--- src/rtl/flight_control_sequencer.sv ---
// -----------------------------------------------------------------------------
// flight_control_sequencer
//
// Front end of the flight model. It generates the periodic update strobe,
// collects pilot button presses over each update interval and turns them into
// signed angular-rate commands and a saturating throttle setting. It also runs
// the update_enable / update_done handshake with the plane state model and
// counts the interval boundaries that are dropped while an update is still
// outstanding.
//
// Ports:
//   clk            system clock (single domain)
//   reset          synchronous, active-high reset
//   pitch_up/down, roll_left/right, yaw_left/right, throttle_up/down
//                  synchronized, debounced pilot buttons
//   update_done    completion from the plane state model (only seen in WAIT)
//   update_enable  update request to the plane state model
//   pitch_change   signed deg/sec, + = nose up
//   roll_change    signed deg/sec, + = roll left
//   heading_change signed deg/sec, + = yaw right
//   throttle       0..THROTTLE_MAX percent
//   tick           one-cycle pulse on the last cycle of each interval
//   overrun_count  saturating count of dropped ticks
// -----------------------------------------------------------------------------
module flight_control_sequencer #(
  parameter int CLOCK_FREQUENCY  = 166000000,
  parameter int UPDATE_MS        = 100,
  parameter int ANGLE_WIDTH      = 16,
  parameter int PITCH_RATE       = 10,
  parameter int ROLL_RATE        = 15,
  parameter int HEADING_RATE     = 5,
  parameter int THROTTLE_STEP    = 5,
  parameter int THROTTLE_MAX     = 100,
  parameter int INITIAL_THROTTLE = 0
) (
  input  logic                   clk,
  input  logic                   reset,
  input  logic                   pitch_up,
  input  logic                   pitch_down,
  input  logic                   roll_left,
  input  logic                   roll_right,
  input  logic                   yaw_left,
  input  logic                   yaw_right,
  input  logic                   throttle_up,
  input  logic                   throttle_down,
  input  logic                   update_done,
  output logic                   update_enable,
  output logic [ANGLE_WIDTH-1:0] pitch_change,
  output logic [ANGLE_WIDTH-1:0] roll_change,
  output logic [ANGLE_WIDTH-1:0] heading_change,
  output logic [7:0]             throttle,
  output logic                   tick,
  output logic [15:0]            overrun_count
);

  localparam int TICKS = CLOCK_FREQUENCY / 1000 * UPDATE_MS;
  localparam int CNT_W = (TICKS > 2) ? $clog2(TICKS) : 1;
  localparam logic [CNT_W-1:0] LAST_COUNT = CNT_W'(TICKS - 1);

  localparam logic [ANGLE_WIDTH-1:0] PITCH_MAG   = ANGLE_WIDTH'(PITCH_RATE);
  localparam logic [ANGLE_WIDTH-1:0] ROLL_MAG    = ANGLE_WIDTH'(ROLL_RATE);
  localparam logic [ANGLE_WIDTH-1:0] HEADING_MAG = ANGLE_WIDTH'(HEADING_RATE);

  localparam logic [8:0] STEP9 = 9'(THROTTLE_STEP);
  localparam logic [8:0] MAX9  = 9'(THROTTLE_MAX);

  // Bit positions inside the packed button vector.
  localparam int B_PITCH_UP   = 0;
  localparam int B_PITCH_DOWN = 1;
  localparam int B_ROLL_LEFT  = 2;
  localparam int B_ROLL_RIGHT = 3;
  localparam int B_YAW_LEFT   = 4;
  localparam int B_YAW_RIGHT  = 5;
  localparam int B_THR_UP     = 6;
  localparam int B_THR_DOWN   = 7;

  typedef enum logic {
    ST_IDLE,
    ST_WAIT
  } state_t;

  state_t           state;
  logic [CNT_W-1:0] interval_cnt;
  logic [7:0]       buttons;
  logic [7:0]       btn_latch;
  logic [7:0]       snap;
  logic [7:0]       throttle_next;
  logic [8:0]       throttle9;
  logic [8:0]       throttle_sum;

  assign buttons = {throttle_down, throttle_up, yaw_right, yaw_left,
                    roll_right, roll_left, pitch_down, pitch_up};

  // A press on the boundary cycle itself still belongs to the closing interval.
  assign snap = btn_latch | buttons;

  assign tick = (interval_cnt == LAST_COUNT);

  // Opposing buttons cancel; the negative rate is the two's complement of the
  // magnitude at the output width.
  function automatic logic [ANGLE_WIDTH-1:0] decode_rate(
    input logic                   pos,
    input logic                   neg,
    input logic [ANGLE_WIDTH-1:0] mag
  );
    if (pos && !neg) return mag;
    if (neg && !pos) return -mag;
    return '0;
  endfunction

  // Throttle arithmetic is done one bit wider so the add can exceed
  // THROTTLE_MAX before clamping instead of wrapping.
  assign throttle9    = {1'b0, throttle};
  assign throttle_sum = throttle9 + STEP9;

  // NOTE: every variable assigned in always_comb gets a default first so no
  // path leaves it unassigned and no latch is inferred.
  always_comb begin
    throttle_next = throttle;
    if (snap[B_THR_UP] && !snap[B_THR_DOWN]) begin
      throttle_next = (throttle_sum > MAX9) ? MAX9[7:0] : throttle_sum[7:0];
    end else if (snap[B_THR_DOWN] && !snap[B_THR_UP]) begin
      throttle_next = (throttle9 < STEP9) ? 8'd0 : 8'(throttle9 - STEP9);
    end
  end

  // NOTE: all state in this block uses non-blocking assignments so every
  // register samples the pre-edge values of the others.
  always_ff @(posedge clk) begin
    if (reset) begin
      state          <= ST_IDLE;
      interval_cnt   <= '0;
      btn_latch      <= '0;
      update_enable  <= 1'b0;
      pitch_change   <= '0;
      roll_change    <= '0;
      heading_change <= '0;
      throttle       <= 8'(INITIAL_THROTTLE);
      overrun_count  <= '0;
    end else begin
      // Free-running interval counter, independent of the handshake.
      interval_cnt <= tick ? '0 : interval_cnt + 1'b1;

      // Latches keep collecting; only a taken snapshot clears them.
      btn_latch <= snap;

      case (state)
        ST_IDLE: begin
          if (tick) begin
            pitch_change   <= decode_rate(snap[B_PITCH_UP], snap[B_PITCH_DOWN], PITCH_MAG);
            roll_change    <= decode_rate(snap[B_ROLL_LEFT], snap[B_ROLL_RIGHT], ROLL_MAG);
            heading_change <= decode_rate(snap[B_YAW_RIGHT], snap[B_YAW_LEFT], HEADING_MAG);
            throttle       <= throttle_next;
            btn_latch      <= '0;
            update_enable  <= 1'b1;
            state          <= ST_WAIT;
          end
        end

        ST_WAIT: begin
          // A boundary while the model is still busy is dropped, even when
          // update_done arrives on the same cycle.
          if (tick && (overrun_count != 16'hFFFF)) begin
            overrun_count <= overrun_count + 16'd1;
          end
          if (update_done) begin
            update_enable <= 1'b0;
            state         <= ST_IDLE;
          end
        end

        default: state <= ST_IDLE;
      endcase
    end
  end

endmodule

--- config.mk ---
export PLATFORM = sky130hd
export DESIGN_NAME = flight_control_sequencer
export DESIGN_NICKNAME = d
export VERILOG_FILES = /design/src/rtl/flight_control_sequencer.sv
export SDC_FILE = /design/constraint.sdc
export NUM_CORES = 1
export LEC_CHECK = 0
export CAP_MARGIN = 0
export CORE_MARGIN = 5
export CORE_UTILIZATION = 40
export DETAILED_ROUTE_END_ITERATION = 10
export PLACE_DENSITY = 0.73
export SETUP_SLACK_MARGIN = 0.3
export SLEW_MARGIN = 10
export SYNTH_ARGS = -nofsm -noshare
export SYNTH_HDL_FRONTEND = slang
export SYNTH_SLANG_ARGS = --single-unit
export TNS_END_PERCENT = 5
--- constraint.sdc ---
create_clock -name clk -period 5.5 [get_ports clk]
set_input_delay 0.825 -clock clk [delete_from_list [all_inputs] [get_ports clk]]
set_output_delay 0.825 -clock clk [all_outputs]
set_load 0.02 [all_outputs]
Word-level counts from Yosys, hierarchy flattened
Index checks and enable logic that the tools add are counted.
{"block": "word_totals", "ff_bits": 106, "input_bits": 11, "out_inout_bits": 74, "word_cells": 95}
{"block": "op_classes", "n_addsub": 4, "order_cmp": 2, "eq_ne": 4, "mux": 51, "n_bitwise": 2, "n_reduce_logical": 23}
{"cell": "16-bit two-way mux", "count": 12}
{"cell": "8-bit two-way mux", "count": 6}
{"cell": "1-bit two-way mux", "count": 31}
{"cell": "24-bit by 1-bit adder with 24-bit output (second input constant)", "count": 1}
{"cell": "24-bit equality test (second input constant)", "count": 1}
{"cell": "16-bit by 1-bit adder with 16-bit output (second input constant)", "count": 1}
{"cell": "16-bit != test (second input constant)", "count": 1}
{"cell": "8-bit by 3-bit adder with 9-bit output (second input constant)", "count": 1}
{"cell": "9-bit by 7-bit greater-than comparator with 1-bit output (second input constant)", "count": 1}
{"cell": "1-bit logical AND", "count": 9}
{"cell": "1-bit logical NOT", "count": 8}
{"cell": "8-bit by 3-bit < comparator with 1-bit output (second input constant)", "count": 1}
{"cell": "8-bit OR", "count": 1}
{"cell": "8-bit by 3-bit subtractor with 8-bit output (second input constant)", "count": 1}
{"cell": "2-bit AND reduction", "count": 3}
{"cell": "2-bit != test (second input constant)", "count": 2}
{"cell": "1-bit case mux with 2 select lines", "count": 2}
{"cell": "3-bit AND reduction", "count": 1}
{"cell": "2-bit nonzero test", "count": 1}
{"cell": "2-bit OR reduction", "count": 1}
{"cell": "1-bit NOT", "count": 1}

Depth between registers and ports, before layout
Gate-level depths: netlist of the first run.
{"block": "logic_depth", "ltp_word": 13, "ltp_mapped": 9, "mapped_depth_nobuf": 8}

Worst setup path before layout of the first run
No wires, ideal clock.
{"block": "synth_path", "path_kind": "in2reg", "start": "in throttle_down", "end": "reg throttle[3]", "setup_time_ns": 0.103, "t_arrival_ns": 2.185, "t_required_ns": 5.397, "slack_ns": 3.212, "stages": 8, "path_buffers": 2, "cell_sequence": "nor2_1 > ha_1 > clkbuf_1 > clkbuf_1 > nand2_1 > o311ai_0 > mux2i_1 > a2111oi_2"}
{"block": "synth_between", "elab_chain_len": 5, "word_cells_on_any_way": 7, "cone_classes": "mux (1); bitwise (1); reduce/logical (5)"}
{"item": "start: declaration", "line": "45", "text": "input logic throttle_down,"}
{"item": "8-bit OR (*)", "line": "95", "text": "assign snap = btn_latch | buttons;"}
{"item": "1-bit logical NOT", "line": "120", "text": "if (snap[B_THR_UP] && !snap[B_THR_DOWN]) begin"}
{"item": "1-bit logical AND", "line": "120"}
{"item": "2-bit nonzero test (no source line)"}
{"item": "3-bit AND reduction (no source line)"}
{"item": "end signal: assignment", "line": "138", "text": "throttle <= 8'(INITIAL_THROTTLE);"}
{"item": "end signal: assignment", "line": "153", "text": "throttle <= throttle_next;"}
{"item": "end: declaration", "line": "51", "text": "output logic [7:0] throttle,"}
Every way passes the cells marked *; elsewhere a longest branch is shown, timed or not.
A chain may end at the register's enable or synchronous reset.

Worst setup path after layout of the first run
{"block": "layout_path", "start": "reg interval_cnt[12]", "end": "out tick"}
{"block": "layout_between", "elab_chain_len": 1}
{"item": "start: declaration", "line": "83", "text": "logic [CNT_W-1:0] interval_cnt;"}
{"item": "start signal: assignment", "line": "142", "text": "interval_cnt <= tick ? '0 : interval_cnt + 1'b1;"}
{"item": "24-bit equality test", "line": "97", "text": "assign tick = (interval_cnt == LAST_COUNT);"}
{"item": "end: declaration", "line": "52", "text": "output logic tick,"}
Every way passes these cells.

==> results of run 1 <==
worst register-to-register path: stages (launching register included):
cell and delay [ns]:
dfxtp_1 0.36, and4bb_1 0.36, and4_1 0.23, and4b_1 0.84
and2b_4 0.33, mux2i_1 0.10, a2111oi_2 0.35
cell type report:
type | instances | area, µm²
well taps | 129 | 161
clock buffers | 9 | 124
multi-input cells | 315 | 2050
flip-flops and latches | 67 | 1340
repair buffers | 84 | 838
clock inverters | 7 | 98.8
fillers | 841 | 4630
inverters | 21 | 78.8
cell usage in the layout, fill, tap and decap left out, drive strengths merged, types with 3 or more instances in the layout:
master / n
o211ai: 4
and3: 8
o311ai: 3
nor3: 14
a21oi: 17
and4: 6
nand2: 21
or3: 6
nor4: 6
ha: 12
xor2: 11
and4b: 3
nor2b: 4
nand4: 12
nand3: 20
xnor2: 16
nor2: 64
or2: 3
clkbuf: 9
a211oi: 6
inv: 23
mux2i: 10
o21ai: 19
o41ai: 3
mux2: 3
and2: 3
a21o: 3
dfxtp: 67
a31oi: 4
clkdlybuf4s50: 83
registers in the layout, indices dropped and copies added, names as in the netlist:
signal and flops:
pitch_change 3, throttle 8, heading_change 3, roll_change 3, state 1, interval_cnt 24
btn_latch 8, overrun_count 16, update_enable 1
power by group through the flow:
stage | registers (W) | logic [W] | clock network [W]
finish | 0.000494 | 0.0000401 | 0.000462
global route | 0.000494 | 0.0000462 | 0.000493
CTS | 0.000494 | 0.0000408 | 0.000474
detailed placement | 0.000505 | 0.0000405 | 0
global placement | 0.000505 | 0.0000387 | 0
floorplan | 0.000504 | 0.0000266 | 0
cells by family after synthesis:
kind of cell / synth area share
AO/OA/AOI/OAI: 0.150
XOR/XNOR: 0.0611
adder cells (fa/ha/maj): 0.0388
buffers and inverters: 0.123
flip-flops: 0.347
multiplexers: 0.0346
other: 0.000969
AND/OR/NAND/NOR: 0.245
stage by stage:
step           cells  cell area, µm²
2_1_floorplan    465            3870
3_3_place_gp     616            4470
3_5_place_dp     616            4470
4_1_cts          632            4690
5_1_grt          632            4690
6_report         632            4690
metal layers:
metal,wire [µm],vias to the layer above
li1,-,1674
met1,3890,1551
met2,3960,113
met3,672,8
met4,86,0
met5,0,-
worst max path at each step:
stage / from / to / slack [ns]
after floorplan: throttle_down / throttle[3] / 3.21
after global routing: interval_cnt[0] / tick / 2.47
after detailed placement: reset / interval_cnt[5] / 2.46
after CTS: interval_cnt[12] / tick / 2.55
after global placement: throttle_up / throttle[1] / 2.52
final: interval_cnt[12] / tick / 2.58
==> run summary, run 1 <==
Status -> complete, no violations
Post-synth EDFFs -> 0
Core area -> 9330 µm²
R2r endpoint -> throttle[3]
Antenna Violating Nets Remaining -> 0
Hold Slack -> 0.496 ns
Startpoint Class -> flop
CTS clock-pin slew for the worst setup and hold paths -> 0.07 ns
VDD IR-drop max -> 0.124 mV
Kind of critical path -> reg2out
Count of warnings emitted by yosys -> 0
Final WS setup -> 2.58 ns
Routed wire length per instance -> 13.6 µm
H-tree Lvls -> 3
Crit. End Element -> output pin
Met1 Use GR -> 0.179
Worst Hold Class -> reg2reg
Max Slew Vio Count -> 0
WP data arrival -> 2.10 ns
# setup viols final -> 0
DR DRC count -> 0
Num CTS Buffers -> 9
I/O pin cnt -> 85
Flop pwr share -> 0.496
Grt peak-use layer -> met2
Clk Latency, worst-skew pair -> 0.34 ns
Hold endpoint -> interval_cnt[0]
RSZ-0062 raised after global routing -> no
Hold_sp -> interval_cnt[0]
Crit-path max cell delay -> 0.62 ns
Post-CTS sizing -> 0
Power density over the cells -> 212 nW/µm²
Largest net degree at the start of global routing -> 48
Clock sinks -> 67
DIE AREA -> 11700 µm²
Hold Crit Depth -> 1
Reg2reg start -> interval_cnt[12]
Synth cell count leaders -> dfxtp_1 (67), nor2_1 (64), buf_4 (40)
Final nets -> 521
Max Freq -> 342 MHz
MaxCap Viol Count -> 0
First-pass GRT wire length -> 14300 µm
Setup TNS -> 0 ns
Clk pwr share -> 0.464
CTS root buf -> clkbuf_8
Die Ht -> 108 µm
DRT iter0 DRCs -> 147
Logic gate share of total power -> 0.040
GR Util met3 -> 0.0388
Hold Vio Cnt, Final -> 0
Seq cells post-synth -> 67
Slew Limit Headroom -> 0.362
# Post-CTS Setup Buffers -> 0
Hold buffers post-CTS -> 0
Cell Chain, Critical Path -> and4bb_1 -> and4_1 -> and3_2 -> clkdlybuf4s50_1
Top Family by Delay on Critical Path -> simple AND/OR/NAND/NOR gates
Synthesized area -> 3870 µm²
P_int -> 0.000766 W
Routed vias/inst -> 5.29
Syn avg cell area -> 8.32 µm²
WL final -> 8610 µm
Post-synth top area share -> 0.347
Initial DRT Pass Iterations -> 4
Vias in the first global route -> 3144
Initial Util -> 0.415
All-layer global routing usage -> 0.147
Sw frac -> 0.231
Final Skew -> 0.0101 ns
M2 GR Usage -> 0.249
Cell with the most instances after synthesis -> dfxtp_1
Tmin final -> 2.92 ns
Worst-Margin Slew -> 0.956 ns
Cell row count -> 35
TritonCTS clock tree -> done
Worst path slowest cell -> clkdlybuf4s50_1
Worst reg2reg setup slack -> 2.83 ns
Fin crit share -> 0.532
Share of the yosys chip area belonging to registers -> 0.347
Distinct cell type count after synthesis -> 68
NetSw -> 0.000230 W
Net count of the mapped netlist -> 488
CP bufs+invs -> 1
Share of cells above drive strength 1 -> 0.0696
Cell count along the critical path -> 4
LEAKAGE -> 1.65 nW
HPWL after DPL -> 6130 µm
CP required -> 4.68 ns
Gate Count Post-Synth -> 465
Largest fanout on the critical path -> 5
R2R depth -> 6
Chip Width -> 108 µm
Area growth from synthesis to layout -> 21.3%
Total Power -> 0.000996 W
Ys flop type -> dfxtp_1
Pre-CTS setup slack -> 2.46 ns
Initial antenna violation count -> 0
Async SR Flop Fraction -> 0
Finished Core Util -> 0.503
Area contributors post-synth -> dfxtp_1 (35%), buf_4 (7.8%), nor2_1 (6.2%), ha_1 (3.9%), xnor2_1 (3.6%)
Largest area contributor in the netlist -> dfxtp_1
Clock buffer depth -> 2
I/O Buffers -> 83
# diodes -> 0
Congestion Overflow GR -> 0
GPL Wtd Cong -> 0.900
Vias -> 3346
(Power assumes the default switching activity.)
==> run 2: changes to the inputs <==
==> constraint.sdc (replaced) <==
create_clock -name clk -period 2.9 [get_ports clk]
set_input_delay 0.435 -clock clk [delete_from_list [all_inputs] [get_ports clk]]
set_output_delay 0.435 -clock clk [all_outputs]
set_load 0.02 [all_outputs]
==> run summary, run 2 (synthesis results as in run 1) <==
Hold Vio Cnt, Final -> 0 (unchanged)
Setup TNS -> 0 ns (unchanged)
Num CTS Buffers -> 9 (unchanged)
Max Slew Vio Count -> 0 (unchanged)
# Post-CTS Setup Buffers -> 0 (unchanged)
Congestion Overflow GR -> 0 (unchanged)
Worst-Margin Slew -> 0.756 ns (-0.200 ns)
Vias in the first global route -> 3165 (+0.67%)
Antenna Violating Nets Remaining -> 0 (unchanged)
Most common cell after layout, fill and taps aside -> clkdlybuf4s50_1
Crit. End Element -> output pin
Total Power -> 0.00186 W (+87%)
Area after DPL -> 4490 µm² (+0.34%)
CP required -> 2.47 ns (-2.21 ns)
Cell row count -> 35 (unchanged)
HPWL after DPL -> 6280 µm (+2.4%)
CTS clock-pin slew for the worst setup and hold paths -> 0.07 ns (about the same)
RSZ-0062 raised after global routing -> yes
Worst reg2reg setup slack -> 0.49 ns (-2.34 ns)
Initial Util -> 0.415 (unchanged)
Max Freq -> 397 MHz
TritonCTS clock tree -> done
Max reg flops -> 24 (unchanged)
Routed vias/inst -> 5.35 (+1.0%)
Vias -> 3390 (+1.3%)
# setup viols final -> 0 (unchanged)
GPL Wtd Cong -> 0.866 (-3.8%)
Reg2reg start -> throttle[1]
Hold buffers post-CTS -> 0 (unchanged)
Share of cells above drive strength 1 -> 0.0733 (+0.00368)
Crit-path max cell delay -> 0.61 ns (about the same)
VDD IR-drop max -> 0.255 mV (+100%)
MaxCap Viol Count -> 0 (unchanged)
Slew Limit Headroom -> 0.495 (+0.133)
Area growth from synthesis to layout -> 21.6%
Reg with most FFs -> interval_cnt
Final Skew -> 0.00949 ns (-0.000573 ns)
R2R depth -> 7 (+1)
Worst Hold Class -> reg2reg
Power density over the cells -> 396 nW/µm² (+87%)
I/O Buffers -> 83 (unchanged)
Hold endpoint -> interval_cnt[0]
DIE AREA -> 11700 µm² (unchanged)
Final nets -> 523 (+0.38%)
Initial DRT Pass Iterations -> 4 (unchanged)
Largest fanout on the critical path -> 5 (unchanged)
Tmin final -> 2.52 ns
Commonest cells after routing, fill and taps aside -> clkdlybuf4s50_1 (83), dfxtp_1 (66), nor2_1 (64), nand2_1 (21)
All-layer global routing usage -> 0.151 (+0.00479)
Cell Chain, Critical Path -> ha_1 -> and4_4 -> and3_2 -> clkdlybuf4s50_1
Hold Crit Depth -> 1 (unchanged)
H-tree Lvls -> 3 (unchanged)
Clock buffer depth -> 2 (unchanged)
# diodes -> 0 (unchanged)
Largest net degree at the start of global routing -> 47 (-2.1%)
WP data arrival -> 2.09 ns (about the same)
Pre-CTS setup slack -> 0.361 ns (-2.10 ns)
First-pass GRT wire length -> 14700 µm (+3.1%)
Die Ht -> 108 µm (unchanged)
Clk Latency, worst-skew pair -> 0.34 ns (about the same)
DRT iter0 DRCs -> 226 (+54%)
I/O pin cnt -> 85 (unchanged)
Worst path slowest cell -> clkdlybuf4s50_1
Top Registers -> interval_cnt: 24 flops, overrun_count: 16 flops
CTS root buf -> clkbuf_8
Final WS setup -> 0.380 ns (-2.20 ns)
Kind of critical path -> reg2out
WL final -> 8750 µm (+1.7%)
Chip Width -> 108 µm (unchanged)
Post-route cell area -> 4710 µm² (+0.24%)
Fin crit share -> 0.869
Hold_sp -> interval_cnt[0]
Finished Core Util -> 0.504 (+0.00121)
R2r endpoint -> throttle[2]
Status -> complete, no violations
Routed wire length per instance -> 13.8 µm (+1.3%)
Startpoint Class -> flop
LEAKAGE -> 1.66 nW (+0.36%)
DR DRC count -> 0 (unchanged)
Initial antenna violation count -> 0 (unchanged)
Core area -> 9330 µm² (unchanged)
Clock sinks -> 67 (unchanged)
## run 2: repair_timing
action,CTS,global route
endpoints found under the hold margin,0,0
gates resized for setup,0,1
setup endpoints to repair,0,3
## run 2: worst max-delay path: cells and delay by family (launching register included)
kind	cells	cell delay, ns
adder cells (fa/ha/maj)	1	0.27
buffers and inverters	1	0.61
flip-flops	1	0.39
AND/OR/NAND/NOR	2	0.47
## run 2: stage by stage
stage                     hold WS, ns  cells
after floorplan                 0.438    465
after global placement          0.460    618
after detailed placement        0.478    618
after CTS                       0.495    634
after global routing            0.541    634
final                           0.488    634
## run 2: final cells by class
class,instances,area [µm²]
clock buffer,10,128
clock inverter,6,90.1
fill,882,4620
inverter,21,78.8
multi-input combinational,315,2050
sequential,67,1340
tap,129,161
timing repair buffer,86,853
## run 2: report_power, final
| part | total [W] | switching, W | internal (W) | leakage [nW] |
|---|---|---|---|---|
| Sequential | 0.000937 | 0.00000578 | 0.000931 | 0.543 |
| Combinational | 0.0000767 | 0.0000452 | 0.0000315 | 1.01 |
| Clock | 0.000850 | 0.000365 | 0.000486 | 0.106 |
## run 2: how the worst max path moves through the flow
stage / from / end / slack [ns] / cells after the start
finish: interval_cnt[0] / tick / 0.38 / 4
global route: interval_cnt[12] / tick / 0.29 / 4
CTS: interval_cnt[0] / tick / 0.36 / 4
detailed placement: throttle_down / throttle[0] / 0.36 / 6
global placement: throttle_down / throttle[0] / 0.45 / 6
floorplan: throttle[0] / throttle[3] / 0.70 / 8
## run 2: routing by layer
metal / GRT usage / part of all wire / wire [µm] / vias up
li1: - / - / - / 1674
met1: 0.188 / 0.44 / 3890 / 1604
met2: 0.255 / 0.48 / 4160 / 99
met3: 0.0376 / 0.066 / 579 / 13
met4: 0.0532 / 0.014 / 125 / 0
met5: 0 / 0 / 0 / -
==> run 3: changes to the inputs <==
--- a/config.mk
+++ b/config.mk
@@ -5,9 +5,11 @@
 export SDC_FILE = /design/constraint.sdc
 export NUM_CORES = 1
 export LEC_CHECK = 0
+export ABC_CLOCK_PERIOD_IN_PS = 2900
 export CAP_MARGIN = 0
 export CORE_MARGIN = 5
 export CORE_UTILIZATION = 40
+export CTS_CLUSTER_SIZE = 40
 export DETAILED_ROUTE_END_ITERATION = 10
 export PLACE_DENSITY = 0.73
 export SETUP_SLACK_MARGIN = 0.3
==> results of run 3 <==
Same layout as run 2: the final DEF is identical, and so are final timing and power.
